==> src/rtl/bdu_scheduler.sv <==
// Batch scheduler for a bit-serial distance array: streams coordinate bits
// MSB-first to NUM_BDU lanes, drains, then shifts batches until a run ends.
// Ports:
//   clk, rst             clock and synchronous active-high reset
//   start, num_refs      run request (IDLE only) and reference count
//   bdu_done, bdu_term   per-lane completion / early termination
//   shift_ready          downstream accepts the batch shift
//   bdu_valid, bit_idx   per-lane bit valid and current bit position
//   batch_base           reference index held by lane 0
//   shift, busy, done    batch shift request, activity, end-of-run pulse
//   error                sticky drain timeout, cleared by an accepted start
module bdu_scheduler #(
  parameter int NUM_BDU   = 8,
  parameter int B         = 16,
  parameter int REF_W     = 12,
  parameter int DRAIN_MAX = 64
) (
  input  logic                   clk,
  input  logic                   rst,
  input  logic                   start,
  input  logic [REF_W-1:0]       num_refs,
  input  logic [NUM_BDU-1:0]     bdu_done,
  input  logic [NUM_BDU-1:0]     bdu_term,
  input  logic                   shift_ready,
  output logic [NUM_BDU-1:0]     bdu_valid,
  output logic [$clog2(B)-1:0]   bit_idx,
  output logic [REF_W-1:0]       batch_base,
  output logic                   shift,
  output logic                   busy,
  output logic                   done,
  output logic                   error
);

  localparam int BW = $clog2(B);
  localparam int CW = $clog2(DRAIN_MAX + 1);
  localparam logic [BW-1:0] BIT_TOP  = BW'(B - 1);
  localparam logic [CW-1:0] CNT_LAST = CW'(DRAIN_MAX - 1);

  typedef enum logic [2:0] {
    S_IDLE,
    S_STREAM,
    S_DRAIN,
    S_SHIFT,
    S_FINISH
  } state_e;

  state_e            state_q, state_d;
  logic [BW-1:0]     bit_q, bit_d;
  logic [REF_W-1:0]  base_q, base_d;
  logic [REF_W-1:0]  nrefs_q, nrefs_d;
  logic [CW-1:0]     cnt_q, cnt_d;
  logic              err_q, err_d;

  logic [NUM_BDU-1:0] lane_mask;
  logic               all_term;
  logic               all_done;
  logic               last_batch;

  // One extra bit keeps base+i from wrapping near the top of the index range.
  always_comb begin
    lane_mask = '0;
    for (int i = 0; i < NUM_BDU; i++) begin
      lane_mask[i] = ({1'b0, base_q} + (REF_W+1)'(i)) < {1'b0, nrefs_q};
    end
  end

  assign all_term   = &(bdu_term | ~lane_mask);
  assign all_done   = &(bdu_done | bdu_term | ~lane_mask);
  assign last_batch = ({1'b0, base_q} + (REF_W+1)'(NUM_BDU))
                      >= {1'b0, nrefs_q};

  always_ff @(posedge clk) begin
    if (rst) begin
      state_q <= S_IDLE;
      bit_q   <= BIT_TOP;
      base_q  <= '0;
      nrefs_q <= '0;
      cnt_q   <= '0;
      err_q   <= 1'b0;
    end else begin
      state_q <= state_d;
      bit_q   <= bit_d;
      base_q  <= base_d;
      nrefs_q <= nrefs_d;
      cnt_q   <= cnt_d;
      err_q   <= err_d;
    end
  end

  always_comb begin
    state_d = state_q;
    bit_d   = bit_q;
    base_d  = base_q;
    nrefs_d = nrefs_q;
    cnt_d   = '0;
    err_d   = err_q;
    unique case (state_q)
      S_IDLE: begin
        if (start) begin
          nrefs_d = num_refs;
          base_d  = '0;
          err_d   = 1'b0;
          bit_d   = BIT_TOP;
          state_d = (num_refs == '0) ? S_FINISH : S_STREAM;
        end
      end
      S_STREAM: begin
        if (bit_q != '0) bit_d = bit_q - 1'b1;
        // Stop early once every live lane has already terminated.
        if (all_term || bit_q == '0) state_d = S_DRAIN;
      end
      S_DRAIN: begin
        if (all_done) begin
          state_d = S_SHIFT;
        end else if (cnt_q == CNT_LAST) begin
          err_d   = 1'b1;
          state_d = S_FINISH;
        end else begin
          cnt_d = cnt_q + 1'b1;
        end
      end
      S_SHIFT: begin
        if (shift_ready) begin
          if (last_batch) begin
            state_d = S_FINISH;
          end else begin
            base_d  = base_q + REF_W'(NUM_BDU);
            bit_d   = BIT_TOP;
            state_d = S_STREAM;
          end
        end
      end
      S_FINISH: state_d = S_IDLE;
      default:  state_d = S_IDLE;
    endcase
  end

  assign bdu_valid  = (state_q == S_STREAM) ? lane_mask : '0;
  assign bit_idx    = bit_q;
  assign batch_base = base_q;
  assign shift      = (state_q == S_SHIFT);
  assign busy       = (state_q != S_IDLE);
  assign done       = (state_q == S_FINISH);
  assign error      = err_q;

endmodule

==> config.mk <==
export PLATFORM = sky130hd
export DESIGN_NAME = bdu_scheduler
export DESIGN_NICKNAME = d
export VERILOG_FILES = /design/src/rtl/bdu_scheduler.sv
export SDC_FILE = /design/constraint.sdc
export NUM_CORES = 1
export LEC_CHECK = 0
export ABC_AREA = 1
export CORE_ASPECT_RATIO = 0.9
export CORE_UTILIZATION = 53
export CTS_CLUSTER_SIZE = 14
export DETAILED_ROUTE_END_ITERATION = 12
export GPL_TIMING_DRIVEN = 0
export MAX_ROUTING_LAYER = met4
export PLACE_DENSITY = 0.91
export SLEW_MARGIN = 20
export SYNTH_ARGS = -nofsm -noshare
export SYNTH_HDL_FRONTEND = slang
export SYNTH_SLANG_ARGS = --single-unit
==> constraint.sdc <==
create_clock -name clk -period 3 [get_ports clk]
set_input_delay 0.6 -clock clk [delete_from_list [all_inputs] [get_ports clk]]
set_output_delay 0.6 -clock clk [all_outputs]
set_load 0.03 [all_outputs]
==> reports/metrics.csv, run 1 <==
stage;metric;value;unit
floorplan;Die Ht;74.4;um
worst_setup_path;WP data arrival;2280;ps
final_layout;layout cells sized above 1;9.32;%
synth;Post-synth EDFFs;0;
routing;initial DRC count;233;
sta;Period Utilization, post-route;96.1;%
sta;hold slack;446;ps
clock_network;CTS sink cnt;36;
worst_setup_path;worst r2r path cells;19;
placement;GP Congestion;0.938;
worst_setup_path;CP Class;flip-flop to output pin;
floorplan;die width;82.4;um
synth;Gate Count Post-Synth;492;
worst_setup_path;FF-to-FF setup slack;260;ps
clock_network;worst skew pair latency;300;ps
final_layout;Syn-to-layout area delta;25.3;%
sta;post-route minimum period;2880;ps
synth;mapped cell area;0.00308;sq mm
sta;Final Hold Fails;0;
clock_network;CTS Buf Count;5;
routing;Avg WL per Cell;12.4;um
global_route;largest net degree at the start of global routing;14;
synth;Syn. warnings;0;
routing;via count;3329;
placement;Placement Setup Slack;-47.8;ps
power_and_ir_drop;maximum vdd drop;0.000643;V
synth;share of Yosys cell area claimed by the top area cell type;23.4;%
synth;most common cell in the netlist;nand2_1;
hold_path;class of the worst hold path;flip-flop to flip-flop;
clock_network;root buffer cell;clkbuf_8;
routing;vias per cell;5.33;
floorplan;Initial Utilization;57.0;%
clock_network;clock slew at the register clock pins of the worst setup and hold paths;80;ps
sta;Setup TNS;0;ps
run_status;outcome;finished, final reports clean;
worst_setup_path;Startpoint Class;flip-flop;
routing;Antenna Violating Nets Remaining;0;
synth;synthesized flop and latch total;36;
sta;Clock Skews;7.88;ps
worst_setup_path;CP Capture Type;output pin;
sta;worst rel slew slack;53.7;%
sta;worst setup slack after layout;116;ps
synth;Main synth FF type;dfxtp_1;
routing;DRC Markers;0;
sta;Slew Viols, Final;0;
sta;endpoints failing setup;0;
clock_network;Setup Buffers After CTS;0;
global_route;vias in the first global route;2901;
global_route;Tot GR Track Use;27.3;%
synth;Yosys top cell by area;dfxtp_1;
synth;top cells by area, synth;dfxtp_1 (23%), nand2_1 (17%), ha_1 (15%), nor2_1 (8.6%), inv_1 (6.6%);
job;Max-Cap Viols;0;
global_route;GR Overflow Total;0;
worst_setup_path;data required time of the critical path;2400;ps
power_and_ir_drop;pwr dens;1220;mW/mm^2
placement;port bufs;56;
sta;Least-Margin Pin Slew;689;ps
synth;Seq/Total Area, Yosys;23.4;%
synth;commonest cells in the netlist;nand2_1 (136), nor2_1 (71), inv_1 (54);
final_layout;# diodes;0;
floorplan;die area;0.00613;sq mm
floorplan;core box area;0.00541;sq mm
routing;DRT Pass-1 Iters;4;
final_layout;fill cell count;458;
power_and_ir_drop;Leak;0.00192;uW
synth;post-synthesis cell type count;36;
clock_network;CTS HTree Levels;2;
floorplan;Row Count;25;
clock_network;Clock Path Buffers;2;
worst_setup_path;RR Endpoint;batch_base[10];
power_and_ir_drop;total power;4720;uW
worst_setup_path;CP endpoint;bdu_valid[3];
sta;Max Freq;347;MHz
clock_network;TritonCTS clock tree;yes;
routing;final wirelength;7760;um
final_layout;layout net count;625;
worst_setup_path;critical path launch point;nrefs_q[11];
worst_setup_path;CP max FO;8;
global_route;first-pass GRT wire length;12400;um
global_route;initial antenna violation count;0;
synth;synthesized area per cell;6.27;sq um
floorplan;I/O pins;60;
synth;Post-synth ARST share;0;%
placement;dpl hpwl;6340;um
worst_setup_path;worst reg2reg startpoint;batch_base[4];
==> worst min path at each step <==
stage,cells past startpoint,to,start
after floorplan,1,cnt_q[0],cnt_q[0]
after global placement,1,cnt_q[0],cnt_q[0]
after detailed placement,2,cnt_q[6],cnt_q[6]
after CTS,2,cnt_q[6],cnt_q[6]
after global routing,1,cnt_q[0],cnt_q[0]
final,2,cnt_q[6],cnt_q[6]
==> worst max-delay path, cell delays in order, from the launching register on <==
cell and delay, ps:
dfxtp_1 320, inv_1 110, ha_1 300, buf_2 180, nand2_1 120, nor2_4 130, nand2_1 90, nor2_1 140
inv_1 80, and3_1 180, clkdlybuf4s15_1 340
==> cells in the final DEF (no fill, tap or decap), drive strengths merged <==
master	count
ha	36
o21bai	1
conb	3
nor2	79
clkinvlp	1
buf	7
nand2	139
inv	59
o211ai	4
clkdlybuf4s50	48
nor3b	4
and2	1
nand4	11
a211oi	1
dlygate4sd2	3
or2	1
o21ai	18
nor3	3
clkdlybuf4s15	1
xnor2	2
dfxtp	36
clkbuf	22
xor2	5
and3	2
clkinv	1
a21oi	31
nor4	3
nand3	30
nand3b	4
a21o	1
dlymetal6s2s	1
==> cell families (layout without fill, tap and decap cells) <==
kind of cell,count (synthesis),in the layout,synth area share [%]
AND/OR/NAND/NOR,277,277,39.4
flip-flops,36,36,23.4
other,1,3,0.122
AO/OA/AOI/OAI,56,56,10.1
XOR/XNOR,7,7,1.99
adder cells (fa/ha/maj),36,36,14.6
buffers and inverters,79,143,10.5
==> state kept, by name, indices dropped and copies added, names as in the netlist <==
register / count
error: 1
state_q: 3
batch_base: 9
cnt_q: 7
bit_idx: 4
nrefs_q: 12
==> cell type report <==
cell class,instances,area [sq um],area share [%]
tap,67,83.8,2.17
sequential,36,733,19.0
multi-input combinational,379,2090,54.0
buffer,21,106,2.75
clock buffer,5,68.8,1.78
inverter,58,218,5.63
clock inverter,3,21.3,0.551
timing repair buffer,56,544,14.1
==> per-stage QoR <==
stage / cells / util [%] / instance area (sq um)
2_1_floorplan: 494 / - / 3090
5_1_grt: 625 / 71.4 / 3860
3_3_place_gp: 617 / 69.0 / 3730
4_1_cts: 625 / 70.6 / 3820
6_report: 625 / 71.4 / 3860
3_5_place_dp: 617 / 69.0 / 3730
==> where the power goes <==
group          switching [uW]  leakage (uW)  internal [uW]
clock network             197     0.0000445            165
logic                    2220       0.00158           1290
registers                 201      0.000299            640
==> what timing repair did <==
action                                  CTS  global route
resized for setup                         9            26
endpoints found under the setup margin    8            17
hold buffers                              0             0
==> metal layers <==
layer  share of wire (%)  vias up  GRT usage (%)
met2                  46      125           45.0
met4                 2.2        0           10.9
met5                   0        -              -
met3                 6.3       18           4.42
li1                    -     1705              -
met1                  45     1481           33.2
No activity file was read; power rests on OpenSTA's default activity.
==> run 2, diff against run 1 <==
- REMOVE_ABC_BUFFERS: not set -> 1
==> reports/metrics.csv, run 2 (synthesis results as in run 1) <==
stage;metric;value;unit;change
placement;placed inst area;0.00363;sq mm;was 0.00373 sq mm
global_route;largest net degree at the start of global routing;26;;was 14
run_status;outcome;finished, final reports clean;;unchanged
hold_path;class of the worst hold path;flip-flop to flip-flop;;unchanged
worst_setup_path;worst reg2reg startpoint;batch_base[4];;unchanged
floorplan;die width;82.4;um;unchanged
sta;Max Freq;358;MHz;was 347 MHz
sta;Slew Viols, Final;0;;unchanged
final_layout;Biggest register;nrefs_q;;unchanged
sta;hold slack;449;ps;was 446 ps
clock_network;Setup Buffers After CTS;0;;unchanged
clock_network;Clock Path Buffers;2;;unchanged
worst_setup_path;critical path depth;7;;was 10
floorplan;Initial Utilization;57.0;%;unchanged
worst_setup_path;master of the slowest instance on the critical path;dfxtp_1;;was clkdlybuf4s15_1
placement;dpl hpwl;6200;um;was 6340 um
clock_network;TritonCTS clock tree;yes;;unchanged
final_layout;most frequent cells in the layout;nand2_1 (136), nor2_1 (67), inv_1 (54), clkdlybuf4s50_1 (48), ha_1 (35);;was nand2_1 (136), nor2_1 (68), inv_1 (54), clkdlybuf4s50_1 (48), ha_1 (36)
routing;final wirelength;8190;um;was 7760 um
worst_setup_path;Bufs and invs on worst path;1;;was 4
global_route;met3 usage;3.93;%;was 4.42%
routing;initial DRC count;206;;was 233
worst_setup_path;data required time of the critical path;2400;ps;about the same
clock_network;hold buffers post-CTS;0;;unchanged
worst_setup_path;worst r2r path cells;18;;was 19
clock_network;worst skew pair latency;300;ps;about the same
worst_setup_path;CP endpoint;bdu_valid[7];;was bdu_valid[3]
global_route;first-pass GRT wire length;13400;um;was 12400 um
final_layout;post-route cell area;0.00375;sq mm;was 0.00386 sq mm
worst_setup_path;CP max FO;8;;unchanged
sta;Final Hold Fails;0;;unchanged
final_layout;Largest register FFs;12;;unchanged
worst_setup_path;CP Capture Type;output pin;;unchanged
clock_network;CTS Buf Count;5;;unchanged
power_and_ir_drop;Leak;0.00185;uW;was 0.00192 uW
global_route;met1 usage;34.1;%;was 33.2%
floorplan;Row Count;25;;unchanged
sta;endpoints failing setup;0;;unchanged
final_layout;Syn-to-layout area delta;21.6;%;was 25.3%
clock_network;CTS HTree Levels;2;;unchanged
worst_setup_path;critical path's top delay family;flip-flops;;was buffers and inverters
routing;DRT Pass-1 Iters;4;;unchanged
sta;Least-Margin Pin Slew;805;ps;was 689 ps
sta;post-route minimum period;2800;ps;was 2880 ps
routing;DRC Markers;0;;unchanged
job;Max-Cap Viols;0;;unchanged
routing;vias per cell;5.51;;was 5.33
final_layout;layout net count;604;;was 625
floorplan;die area;0.00613;sq mm;unchanged
global_route;Tot GR Track Use;29.2;%;was 27.3%
clock_network;clock slew at the register clock pins of the worst setup and hold paths;80;ps;about the same
global_route;initial antenna violation count;0;;unchanged
placement;# placed instances;596;;was 617
placement;port bufs;56;;unchanged
sta;worst rel slew slack;46.3;%;was 53.7%
routing;Antenna Violating Nets Remaining;0;;unchanged
routing;Avg WL per Cell;13.6;um;was 12.4 um
worst_setup_path;critical-path cell list;ha_2 > nand2_1 > nand2_1 > a21oi_1 > nand3_1 > nor2_1 > dlygate4sd2_1;;was inv_1 > ha_1 > buf_2 > nand2_1 > nor2_4 > nand2_1 > nor2_1 > inv_1 > and3_1 > clkdlybuf4s15_1
sta;Period Utilization, post-route;93.2;%;was 96.1%
floorplan;core box area;0.00541;sq mm;unchanged
clock_network;root buffer cell;clkbuf_8;;unchanged
worst_setup_path;Startpoint Class;flip-flop;;unchanged
worst_setup_path;critical path launch point;batch_base[11];;was nrefs_q[11]
placement;GP Congestion;0.897;;was 0.938
power_and_ir_drop;maximum vdd drop;0.000597;V;was 0.000643 V
final_layout;# diodes;0;;unchanged
clock_network;CTS sink cnt;36;;unchanged
worst_setup_path;crit-path max cell delay;500;ps;was 340 ps
final_layout;most common cell after layout, fill and taps aside;nand2_1;;unchanged
global_route;GR Overflow Total;0;;unchanged
worst_setup_path;CP Class;flip-flop to output pin;;unchanged
global_route;vias in the first global route;3120;;was 2901
final_layout;layout cells sized above 1;8.75;%;was 9.32%
power_and_ir_drop;pwr dens;1250;mW/mm^2;was 1220 mW/mm^2
global_route;Top Usage Layer GRT;met2;;unchanged
worst_setup_path;RR Endpoint;batch_base[10];;unchanged
final_layout;Non-Filler Instances;604;;was 625
floorplan;I/O pins;60;;unchanged
worst_setup_path;Most common cell on crit path;nand2_1;;
power_and_ir_drop;total power;4690;uW;was 4720 uW
worst_setup_path;WP data arrival;2200;ps;was 2280 ps
sta;Clock Skews;15.8;ps;was 7.88 ps
global_route;met2 Usage GRT;50.8;%;was 45.0%
floorplan;Die Ht;74.4;um;unchanged
worst_setup_path;FF-to-FF setup slack;280;ps;was 260 ps
routing;via count;3328;;was 3329
## run 2: changes by cell type in the layout (fill, tap and decap cells not counted), moves of 2 or more
cell      change
nor2_4        -2
buf_4         -3
nor2_2        +3
clkbuf_1     -13
buf_2         -3
## run 2: worst min path at each step
| stage | startpoint | to | slack (ps) | cells after the start |
|---|---|---|---|---|
| finish | cnt_q[0] | cnt_q[0] | 450 | 1 |
| global route | cnt_q[6] | cnt_q[6] | 480 | 2 |
| CTS | cnt_q[0] | cnt_q[0] | 460 | 1 |
| detailed placement | cnt_q[0] | cnt_q[0] | 440 | 1 |
| global placement | cnt_q[6] | cnt_q[6] | 430 | 2 |
| floorplan | cnt_q[0] | cnt_q[0] | 420 | 1 |
## run 2: through the flow
| step | worst slack, ps | utilization [%] | TNS, ps |
|---|---|---|---|
| floorplan | 363 | - | 0 |
| global route | -34.1 | 69.3 | -131 |
| global placement | 9.37 | 67.1 | 0 |
| detailed placement | -47.5 | 67.1 | -74.9 |
| finish | 204 | 69.3 | 0 |
| CTS | 12.9 | 68.8 | 0 |
## run 2: worst register-to-register path: stages (launching register included)
cell and delay [ps]:
dfxtp_2 410, ha_1 220, nand2_1 110, nor2_2 160
nand3_1 120, xnor2_2 160, ha_1 300, inv_1 60
nor2_1 40, nor2_1 80, nand2_1 70, a21oi_2 120
nand2_1 80, nand2_2 100, nand2_4 100, nor2_8 260
nand2_1 90, nand2_1 80, nor2_2 40
## run 2: what timing repair did
| action | 4_1_cts | 5_1_grt |
|---|---|---|
| endpoints found under the setup margin | 8 | 14 |
| pin swaps | 0 | 1 |
| gates resized for setup | 10 | 24 |
## run 2: metal layers
| metal | vias up | wire (um) |
|---|---|---|
| li1 | 1665 | - |
| met1 | 1500 | 3510 |
| met2 | 139 | 3920 |
| met3 | 24 | 534 |
| met4 | 0 | 220 |
| met5 | - | 0 |
## run 2: report_power, final
group          internal (uW)  switching, uW  total, uW
clock network            165            201        366
registers                640            205        846
logic                   1230           2250       3480
total                   2030           2650       4690
## run 2: layout make-up
cell class | count | area, sq um
inverter | 58 | 218
tap | 67 | 83.8
clock buffer | 5 | 68.8
sequential | 36 | 733
clock inverter | 3 | 23.8
fill | 443 | 1660
timing repair buffer | 56 | 539
multi-input combinational | 379 | 2080
==> run 3, diff against run 2 <==
- CORE_MARGIN: not set -> 2
==> reports/metrics.csv, run 3 (synthesis results as in run 1) <==
stage;metric;value;unit;change
run_status;outcome;finished, final reports clean;;unchanged
final_layout;layout cells sized above 1;7.99;%;was 8.75%
sta;Clock Skews;6.28;ps;was 15.8 ps
global_route;GR Overflow Total;0;;unchanged
floorplan;Die Ht;76.4;um;was 74.4 um
power_and_ir_drop;pwr dens;1250;mW/mm^2;about the same
global_route;initial antenna violation count;0;;unchanged
routing;vias per cell;5.44;;was 5.51
final_layout;# diodes;0;;unchanged
power_and_ir_drop;Leak;0.00186;uW;was 0.00185 uW
sta;Final Hold Fails;0;;unchanged
placement;GP Congestion;0.946;;was 0.897
sta;worst rel slew slack;45.3;%;was 46.3%
final_layout;layout net count;605;;was 604
worst_setup_path;worst r2r path cells;17;;was 18
floorplan;core box area;0.00566;sq mm;was 0.00541 sq mm
final_layout;fill cell count;501;;was 443
floorplan;Initial Utilization;54.5;%;was 57.0%
sta;endpoints failing setup;0;;unchanged
power_and_ir_drop;maximum vdd drop;0.000612;V;was 0.000597 V
worst_setup_path;WP data arrival;2230;ps;was 2200 ps
worst_setup_path;CP max FO;8;;unchanged
floorplan;die area;0.00644;sq mm;was 0.00613 sq mm
global_route;Tot GR Track Use;25.8;%;was 29.2%
hold_path;hold path depth;1;;unchanged
clock_network;Clock Path Buffers;2;;unchanged
sta;Setup TNS;0;ps;unchanged
routing;DRC Markers;0;;unchanged
clock_network;worst skew pair latency;300;ps;about the same
routing;DRT Pass-1 Iters;5;;was 4
sta;Period Utilization, post-route;94.4;%;was 93.2%
sta;Least-Margin Pin Slew;819;ps;was 805 ps
global_route;largest net degree at the start of global routing;26;;unchanged
final_layout;Syn-to-layout area delta;21.5;%;was 21.6%
global_route;vias in the first global route;3073;;was 3120
placement;Placement Setup Slack;-70.5;ps;was -47.5 ps
sta;Slew Viols, Final;0;;unchanged
final_layout;Biggest register;nrefs_q;;unchanged
routing;Antenna Violating Nets Remaining;0;;unchanged
clock_network;hold buffers post-CTS;0;;unchanged
sta;worst setup slack after layout;167;ps;was 204 ps
sta;post-route minimum period;2830;ps;was 2800 ps
sta;hold slack;454;ps;was 449 ps
clock_network;CTS sink cnt;36;;unchanged
routing;via count;3307;;was 3328
clock_network;CTS HTree Levels;2;;unchanged
floorplan;Row Count;26;;was 25
global_route;first-pass GRT wire length;13400;um;about the same
clock_network;CTS Buf Count;5;;unchanged
hold_path;class of the worst hold path;flip-flop to flip-flop;;unchanged
final_layout;Largest register FFs;12;;unchanged
clock_network;TritonCTS clock tree;yes;;unchanged
floorplan;die width;84.4;um;was 82.4 um
placement;dpl hpwl;6250;um;was 6200 um
routing;initial DRC count;214;;was 206
worst_setup_path;CP Capture Type;output pin;;unchanged
routing;Avg WL per Cell;13.6;um;about the same
final_layout;most common cell after layout, fill and taps aside;nand2_1;;unchanged
sta;unrepaired setup endpoints after global routing;true;;
worst_setup_path;data required time of the critical path;2400;ps;about the same
placement;# placed instances;599;;was 596
sta;Max Freq;353;MHz;was 358 MHz
clock_network;Setup Buffers After CTS;0;;unchanged
worst_setup_path;CP Class;flip-flop to output pin;;unchanged
final_layout;most frequent cells in the layout;nand2_1 (136), nor2_1 (69), inv_1 (54), clkdlybuf4s50_1 (48), ha_1 (35);;was nand2_1 (136), nor2_1 (67), inv_1 (54), clkdlybuf4s50_1 (48), ha_1 (35)
worst_setup_path;Startpoint Class;flip-flop;;unchanged
clock_network;clock slew at the register clock pins of the worst setup and hold paths;80;ps;about the same
clock_network;root buffer cell;clkbuf_8;;unchanged
final_layout;Non-Filler Instances;608;;was 604
floorplan;I/O pins;60;;unchanged
placement;port bufs;56;;unchanged
job;Max-Cap Viols;0;;unchanged
routing;final wirelength;8290;um;was 8190 um
run 3: cell count changes in the layout (fill, tap and decap cells not counted), sizes merged:
| cell | previous run | this run |
|---|---|---|
| clkinvlp | 2 | 0 |
| nor2 | 79 | 80 |
| clkinv | 1 | 3 |
run 3: repair_timing:
| item | 4_1_cts | 5_1_grt |
|---|---|---|
| endpoints found under the setup margin | 8 | 15 |
| cloned | 0 | 1 |
| resized for setup | 11 | 17 |
| hold endpoints to repair | 0 | 0 |
| pin swaps | 0 | 2 |
run 3: power by group:
part	total [uW]	switching (uW)	internal [uW]
logic	3490	2260	1230
clock network	360	198	162
registers	828	196	632
total	4680	2650	2030
run 3: final timing paths:
path                                      from       endpoint  slack (ps)
worst max-delay path            batch_base[11]   bdu_valid[3]         170
worst min-delay path                  cnt_q[0]       cnt_q[0]         450
worst max register to register   batch_base[6]  batch_base[5]         220
worst min register to register        cnt_q[0]       cnt_q[0]         450
run 3: critical path, cell delays in order, from the launching register on:
cell and delay [ps]:
dfxtp_1 390, ha_2 450, nand2_1 80, nor2_1 240
nand2_1 110, nor2_1 180, inv_1 100, and3_1 200
clkbuf_2 180
run 3: layout make-up:
type | instances | area (sq um) | share of cell area (%)
Multi-Input combinational cell | 380 | 2090 | 55.7
Sequential cell | 36 | 727 | 19.4
Timing Repair Buffer | 56 | 539 | 14.4
Inverter | 58 | 218 | 5.81
Tap cell | 70 | 87.6 | 2.34
Clock buffer | 5 | 68.8 | 1.84
Clock inverter | 3 | 18.8 | 0.501
run 3: per-stage QoR:
| step | util (%) | area (sq um) | total power [uW] |
|---|---|---|---|
| finish | 66.2 | 3740 | 4680 |
| global route | 66.2 | 3740 | 5120 |
| CTS | 65.7 | 3720 | 4530 |
| detailed placement | 64.2 | 3630 | 4190 |
| global placement | 64.2 | 3630 | 4050 |
| floorplan | - | 2990 | 3240 |
run 3: metal layers:
metal | wire length [um] | part of all wire (%) | vias up | track usage, %
met3 | 507 | 6.1 | 16 | 3.90
li1 | - | - | 1664 | -
met4 | 157 | 1.9 | 0 | 8.10
met2 | 3970 | 48 | 131 | 43.5
met1 | 3660 | 44 | 1496 | 31.8
met5 | 0 | 0 | - | -
